$ cat src/rtl/ddr3_stream_pkg.sv
// ddr3_stream_pkg: shared constants and request bundle for the DDR3 stream writer
package ddr3_stream_pkg;

    localparam int WORD_BYTES       = 16;
    localparam int SAMPLES_PER_WORD = 4;

    typedef struct packed {
        logic [15:0]  mask;
        logic [31:0]  addr;
        logic [127:0] data;
        logic [15:0]  id;
    } mem_req_t;

endpackage

$ cat src/rtl/ddr3_stream_pack.sv
// ddr3_stream_pack: packs 32-bit samples into a 128-bit word with byte mask, flushing on last
module ddr3_stream_pack
    import ddr3_stream_pkg::*;
(
    input  logic         clock,
    input  logic         reset_n,
    input  logic         push,
    input  logic [31:0]  sample,
    input  logic         last,
    input  logic         take,
    output logic [127:0] word,
    output logic [15:0]  mask,
    output logic         done,
    output logic         empty
);

    logic [1:0]   cnt;
    logic [127:0] data_q;
    logic [15:0]  mask_q;
    logic         full_q;

    // merge the sample accepted this cycle so a completing word can be handed over on the same edge
    always_comb begin
        word = data_q;
        mask = mask_q;
        if (push) begin
            word[{cnt, 5'd0} +: 32] = sample;
            mask[{cnt, 2'd0} +: 4]  = 4'hF;
        end
        done = full_q | (push & (last | (cnt == 2'(SAMPLES_PER_WORD - 1))));
    end

    assign empty = (mask_q == '0);

    // partial word store; a take hands the word over and restarts with zeroed data
    always_ff @(posedge clock or negedge reset_n) begin
        if (!reset_n) begin
            cnt    <= '0;
            data_q <= '0;
            mask_q <= '0;
            full_q <= 1'b0;
        end else if (take) begin
            cnt    <= '0;
            data_q <= '0;
            mask_q <= '0;
            full_q <= 1'b0;
        end else begin
            cnt    <= cnt + 2'(push);
            data_q <= word;
            mask_q <= mask;
            full_q <= done;
        end
    end

endmodule

$ cat src/rtl/ddr3_stream_writer.sv
// ddr3_stream_writer: streams packed sample words into a circular DDR3 region via ddr3_core mem_* port
module ddr3_stream_writer
    import ddr3_stream_pkg::*;
#(
    parameter logic [31:0] BASE_ADDR       = 32'h0000_0000,
    parameter logic [31:0] DEPTH_BYTES     = 32'h0010_0000,
    parameter int          MAX_OUTSTANDING = 4
) (
    input  logic         clock,
    input  logic         reset_n,
    input  logic         clear_i,
    input  logic         s_valid_i,
    output logic         s_ready_o,
    input  logic [31:0]  s_data_i,
    input  logic         s_last_i,
    output logic [15:0]  mem_wr_o,
    output logic         mem_rd_o,
    output logic [31:0]  mem_addr_o,
    output logic [127:0] mem_write_data_o,
    output logic [15:0]  mem_req_id_o,
    input  logic         mem_accept_i,
    input  logic         mem_ack_i,
    input  logic         mem_error_i,
    input  logic [15:0]  mem_resp_id_i,
    output logic [31:0]  wr_ptr_o,
    output logic         wrapped_o,
    output logic         err_o,
    output logic         idle_o
);

    localparam logic [31:0] LAST_ADDR = BASE_ADDR + DEPTH_BYTES - 32'(WORD_BYTES);
    localparam logic [3:0]  MAX_OUT   = 4'(MAX_OUTSTANDING);

    logic         push, take, fire, ack_ok, busy, issue;
    logic         pack_done, pack_empty, s_ready_q, wrapped_q, err_q;
    logic [127:0] pack_word, req_data;
    logic [15:0]  pack_mask, req_mask, req_id, exp_id;
    logic [31:0]  wr_ptr;
    logic [3:0]   outstanding;
    mem_req_t     req;

    ddr3_stream_pack u_pack (
        .clock   (clock),
        .reset_n (reset_n),
        .push    (push),
        .sample  (s_data_i),
        .last    (s_last_i),
        .take    (take),
        .word    (pack_word),
        .mask    (pack_mask),
        .done    (pack_done),
        .empty   (pack_empty)
    );

    assign push   = s_valid_i & s_ready_q;
    assign busy   = |req_mask;
    assign issue  = busy & (outstanding < MAX_OUT);
    assign fire   = issue & mem_accept_i;
    assign take   = pack_done & (!busy | fire);
    assign ack_ok = mem_ack_i & (outstanding != '0);
    assign req    = '{mask: req_mask, addr: wr_ptr, data: req_data, id: req_id};

    assign s_ready_o        = s_ready_q;
    assign mem_wr_o         = issue ? req.mask : '0;
    assign mem_rd_o         = 1'b0;
    assign mem_addr_o       = req.addr;
    assign mem_write_data_o = req.data;
    assign mem_req_id_o     = req.id;
    assign wr_ptr_o         = wr_ptr;
    assign wrapped_o        = wrapped_q;
    assign err_o            = err_q;
    assign idle_o           = pack_empty & !busy & (outstanding == '0);

    // request register: loads a finished word when empty or being accepted; ready drops while a finished word is stuck
    always_ff @(posedge clock or negedge reset_n) begin
        if (!reset_n) begin
            req_mask  <= '0;
            req_data  <= '0;
            s_ready_q <= 1'b1;
        end else begin
            if (take) begin
                req_mask <= pack_mask;
                req_data <= pack_word;
            end else if (fire) begin
                req_mask <= '0;
            end
            s_ready_q <= !(pack_done & !take);
        end
    end

    // ring pointer, request/response IDs, outstanding count and sticky status flags
    always_ff @(posedge clock or negedge reset_n) begin
        if (!reset_n) begin
            wr_ptr      <= BASE_ADDR;
            req_id      <= 16'd1;
            exp_id      <= 16'd1;
            outstanding <= '0;
            wrapped_q   <= 1'b0;
            err_q       <= 1'b0;
        end else if (clear_i & idle_o) begin
            wr_ptr    <= BASE_ADDR;
            req_id    <= 16'd1;
            exp_id    <= 16'd1;
            wrapped_q <= 1'b0;
            err_q     <= 1'b0;
        end else begin
            if (fire) begin
                wr_ptr    <= (wr_ptr == LAST_ADDR) ? BASE_ADDR : wr_ptr + 32'(WORD_BYTES);
                wrapped_q <= wrapped_q | (wr_ptr == LAST_ADDR);
                req_id    <= req_id + 16'd1;
            end
            if (ack_ok)
                exp_id <= exp_id + 16'd1;
            if (mem_ack_i & (!ack_ok | mem_error_i | (mem_resp_id_i != exp_id)))
                err_q <= 1'b1;
            outstanding <= outstanding + 4'(fire) - 4'(ack_ok);
        end
    end

endmodule

$ cat config.mk
export PLATFORM = sky130hd
export DESIGN_NAME = ddr3_stream_writer
export DESIGN_NICKNAME = d
export VERILOG_FILES = /design/src/rtl/ddr3_stream_pkg.sv /design/src/rtl/ddr3_stream_pack.sv /design/src/rtl/ddr3_stream_writer.sv
export SDC_FILE = /design/constraint.sdc
export NUM_CORES = 1
export LEC_CHECK = 0
export CORE_ASPECT_RATIO = 2
export CORE_UTILIZATION = 40
export DETAILED_ROUTE_END_ITERATION = 8
export SLEW_MARGIN = 5
export SYNTH_ARGS = -nofsm -noshare
export SYNTH_HDL_FRONTEND = slang
export SYNTH_SLANG_ARGS = --single-unit
$ cat constraint.sdc
create_clock -name clock -period 5.5 [get_ports clock]
set_clock_uncertainty 0.1 [all_clocks]
set_input_delay 1.65 -clock clock [delete_from_list [all_inputs] [get_ports clock]]
set_output_delay 1.65 -clock clock [all_outputs]
set_load 0.03 [all_outputs]
# After elaboration in Yosys (flattened, before gate mapping)
# Index checks and enable logic that the tools add are counted.
# totals
register_bits	362
input_bits	56
out_inout_bits	229
# op_classes
add_sub_neg	8
magnitude_cmp	1
eq_ne	3
shift	4
n_mux	22
bitwise_logic	17
n_reduce_logical	12
# ops
op	count
$mux 128	2
$mux 16	9
$bwmux 128	1
$shift 32x9->128 const A	1
$shiftx 32x9->128	1
$mux 32	3
$add 16x1->16 const B	2
$add 32x5->32 const B	1
$eq 32x20->1 const B	1
$bwmux 16	1
$logic_not 16->1	1
$ne 16x16->1	1
$reduce_or 16->1	1
$shift 4x6->16 const A	1
$shiftx 4x6->16 const A	1
$and 1x1->1	11
$neg 7->9	1
$reduce_bool 2->1	4
$neg 4->6	1
$or 1x1->1	6
$mux 1	5
$add 4x1->4	1
$logic_not 1->1	4
$logic_not 4->1	1
other kinds (6)	6

# Longest topological paths before layout
# depth
ltp_word	8
mapped_depth	13
depth_no_buf	12

# Modules after synthesis
# From an unflattened synthesis, not the netlist that was laid out.
# unflattened
cells_unflattened	1473
hier_area_um2	16804.9
# by_module_without_submodules
module	n_inst	cells_per_inst	area_each_um2	seq_area_each_um2
ddr3_stream_writer	1	772	9544.2	5283.8
ddr3_stream_pack	1	701	7260.7	3678.5

# Worst setup path after synthesis
# No wires, ideal clock.
# synth_timing
kind	register -> output
startpoint	register outstanding[2]
endpoint	output idle_o
arrival_time_ns	1.617
required_ns	3.750
path_slack_ns	2.133
stages_incl_launch_ff	6
n_path_buf	0
path_cell_list	dfrtp_1 inv_1 ha_1 nor3b_1 nand4_1 nor3_2
# synth_between
elab_chain_cells	2
# synth_lines
item	line_no	rtl
start: declaration	ddr3_stream_writer.sv:39	logic [3:0] outstanding;
start signal: assignment	ddr3_stream_writer.sv:116	outstanding <= outstanding + 4'(fire) - 4'(ack_ok);
$logic_not 4->1	ddr3_stream_writer.sv:72	assign idle_o = pack_empty & !busy & (outstanding == '0);
$and 1x1->1	ddr3_stream_writer.sv:72	
end: declaration	ddr3_stream_writer.sv:28	output logic idle_o
# Every way passes these cells.

# Worst setup path after layout
# layout_timing
startpoint	register outstanding[2]
endpoint	output mem_wr_o[15]
# layout_between
elab_chain_cells	3
# layout_lines
item	line_no	rtl
$lt 4x3->1	ddr3_stream_writer.sv:57	assign issue = busy & (outstanding < MAX_OUT);
$and 1x1->1	ddr3_stream_writer.sv:57	
$mux 16	ddr3_stream_writer.sv:64	assign mem_wr_o = issue ? req.mask : '0;
end: declaration	ddr3_stream_writer.sv:16	output logic [15:0] mem_wr_o,
# Every way passes these cells.

==> impl_results.md <==
* Status: finished clean
* Initial core utilization at about 40%
* Mapped Area at around 15,000 um^2
* Area delta synth->final at 26.7%
* Final worst-path cycle share at 84.4%
* Endpoints failing hold at 0
* # resized after CTS at 0
* Die span in x at between 100 and 150 um
* Iter 0 DRT Violations at 633
* HPWL after DPL at ~29,000 um
* Peak VDD IR at between 0.3 and 0.4 mV
* Final setup fails at 0
* Primary flip-flop cell chosen by synthesis mapping: dfrtp_1
* Worst-margin pin slew at ~0.94 ns
* Hold slack at 0.397 ns
* Final nets at roughly 1,800
* Core area at 37,200 um^2
* Share of cells above drive strength 1 at approximately 5.7%
* Max Fclk at ~0.22 GHz
* Routability cong. at about 0.8
* EDFF count, synth at 0
* Initial antenna violation count at 0
* Clock Tree Buf Depth at 3
* Maxcap violations at 0
* CTS H-tree depth at 2
* First-pass GRT wire length at about 65,000 um
* Synth Register Bits at between 300 and 400
* Root buffer cell: clkbuf_16
* Yosys cell types at 51
* Final ANT Viol Nets at 0
* CP arrival at roughly 2.9 ns
* DR vias/cell at 5.32
* Min cycle time layout at around 4.6 ns
* Cell taking the most area after synthesis: dfrtp_1
* Num CTS Buffers at 35
* Final setup margin at roughly 0.86 ns
* Commonest non-fill, non-tap cell in the layout: dfrtp_1
* R2R Setup Slk at around 2.1 ns
* Slowest CP cell: clkdlybuf4s50_1
* Top post-synthesis cells by area: dfrtp_1 59%, nor2_1 8.4%, a21oi_1 5.7%
* Yosys top cell area share at approximately three fifths
* Clk pin slew, worst setup/hold paths at 0.06 ns
* # diodes at 0
* CP startpoint kind: flip-flop
* Synth Instances at approximately 1,500
* Fin. max-slew vios at 0
* WP data required at roughly 3.8 ns
* Pwr/cell area at 593 nW/um^2
* I/O pin count at about 290
* GRT Residual Overflow at 0
* Synth Warn # at 0
* Vias in the first global route at between 10,000 and 15,000
* Hold bufs inserted after CTS at 0
* Element type at the critical path end: primary output
* Tot GR Track Use at a little over a fifth
* CP most frequent cell: inv_1
* Most frequent cells in the layout: 355 x dfrtp_1, 336 x nor2_1, 274 x clkdlybuf4s50_1, 173 x a21oi_1, 97 x a22oi_1
* Non-Filler Instances at ~2,200
* Skew-Pair Late Insertion Delay at between 0.5 and 0.6 ns
* DR vias at between 10,000 and 15,000
* Post-Syn Area per Cell at a little over 10 um^2
* Drt drc at 0
* Final wirelength at 41,500 um
* Slew HR at approximately 37%
* Placed instance count at ~2,100
* Largest net degree at the start of global routing at about 100
* # rows at 100
* CTS tree: yes
* Crit Path Class: flip-flop to primary output
* Num Clock Sinks at 358
* LEAKAGE at between 8 and 9 nW
* Port Buffers at around 280
* Asr flop ratio synth at between 90% and 100%
* Post-synthesis sequential area ratio at 59.3%
* Wire length per cell at roughly 19 um
* Die ar. at 38,600 um^2
* Max incr delay on CP at approximately 0.67 ns
* HP Class: flip-flop to flip-flop
* Setup TNS at 0 ns
* Fill cells at around 3,400
* Crit Path Max Fanout at 14
* Cells traversed along the worst timing path: inv_1, ha_1, inv_1, a41oi_2, and2_1, clkdlybuf4s50_1
* Chip height at ~280 um
* Placement Setup Slack at roughly 1.4 ns
* RSZ-0062 raised after global routing: false
* TritonRoute pass-1 iters at 5
* Postcts setup bufs at 0
power by group:
| group | switching (W) | internal, W | leakage [nW] |
|---|---|---|---|
| combinational | 0.00291 | 0.00179 | 3.43 |
| clock | 0.00101 | 0.00139 | 0.549 |
| sequential | 0.000638 | 0.00362 | 4.62 |
| total | 0.00456 | 0.00680 | 8.60 |
registers in the layout (all words and copies together), names as in the netlist:
name,flops
mem_req_id_o,16
u_pack.data_q,128
err_o,1
outstanding,4
u_pack.mask_q,16
mem_addr_o,28
u_pack.full_q,1
exp_id,16
s_ready_o,1
u_pack.cnt,2
req_mask,16
mem_write_data_o,128
wrapped_o,1
path summary, 6_finish.rpt:
kind,start,endpoint,cells after the start
setup / recovery,outstanding[2],mem_wr_o[15],6
hold / removal,err_o,err_o,2
setup reg to reg,outstanding[2],mem_write_data_o[23],9
hold reg to reg,err_o,err_o,2
max in group asynchronous,reset_n,mem_write_data_o[22],2
min in group asynchronous,reset_n,mem_addr_o[31],1
cell families after synthesis:
kind of cell / share of synthesized area (%)
AO/OA/AOI/OAI: 13.4
flip-flops: 59.3
buffers and inverters: 5.27
multiplexers: 0.0663
other: 0.0248
adder cells (fa/ha/maj): 1.37
AND/OR/NAND/NOR: 17.7
XOR/XNOR: 2.84
critical path: cells and delay by family, from the launching register on:
kind / cells / cell delay (ns)
adders and majority gates: 1 / 0.35
and+or+nand+nor: 1 / 0.22
DFF: 1 / 0.36
buffers and inverters: 3 / 0.88
AOI/OAI and AO/OA: 1 / 0.54
metrics by stage:
step	utilization [%]	instance area [um^2]	total power, W
after floorplan	-	15100	0.00708
after global placement	48.5	18000	0.00895
after detailed placement	48.5	18000	0.00904
after CTS	51.5	19100	0.0115
after global routing	51.5	19100	0.0121
final	51.5	19100	0.0114
final cells by class:
cell class / instances / area [um^2] / area share, %
clock buffer: 54 / 1030 / 5.37
clock inverter: 7 / 103 / 0.536
inverter: 16 / 62.6 / 0.327
multi-input combinational: 974 / 5410 / 28.3
sequential: 358 / 8960 / 46.8
tap: 459 / 574 / 3.00
timing repair buffer: 297 / 3000 / 15.7
Yosys cell counts (all sizes together), types with 21 or more instances:
cell type and count:
o21ai 38, xor2 21, nor2 338, buf 101, a21oi 175, nand4 21, and3 48, nand2 51
clkbuf 29, a22oi 97, xnor2 28, dfrtp 355, nand3 29
metal layers:
layer | routed length [um] | up-vias | track usage [%]
li1 | - | 5435 | -
met1 | 15200 | 5718 | 23.4
met2 | 22800 | 294 | 41.6
met3 | 2150 | 62 | 4.03
met4 | 1300 | 0 | 7.95
met5 | 0 | - | 0
Power figures use the tool's default switching activity.
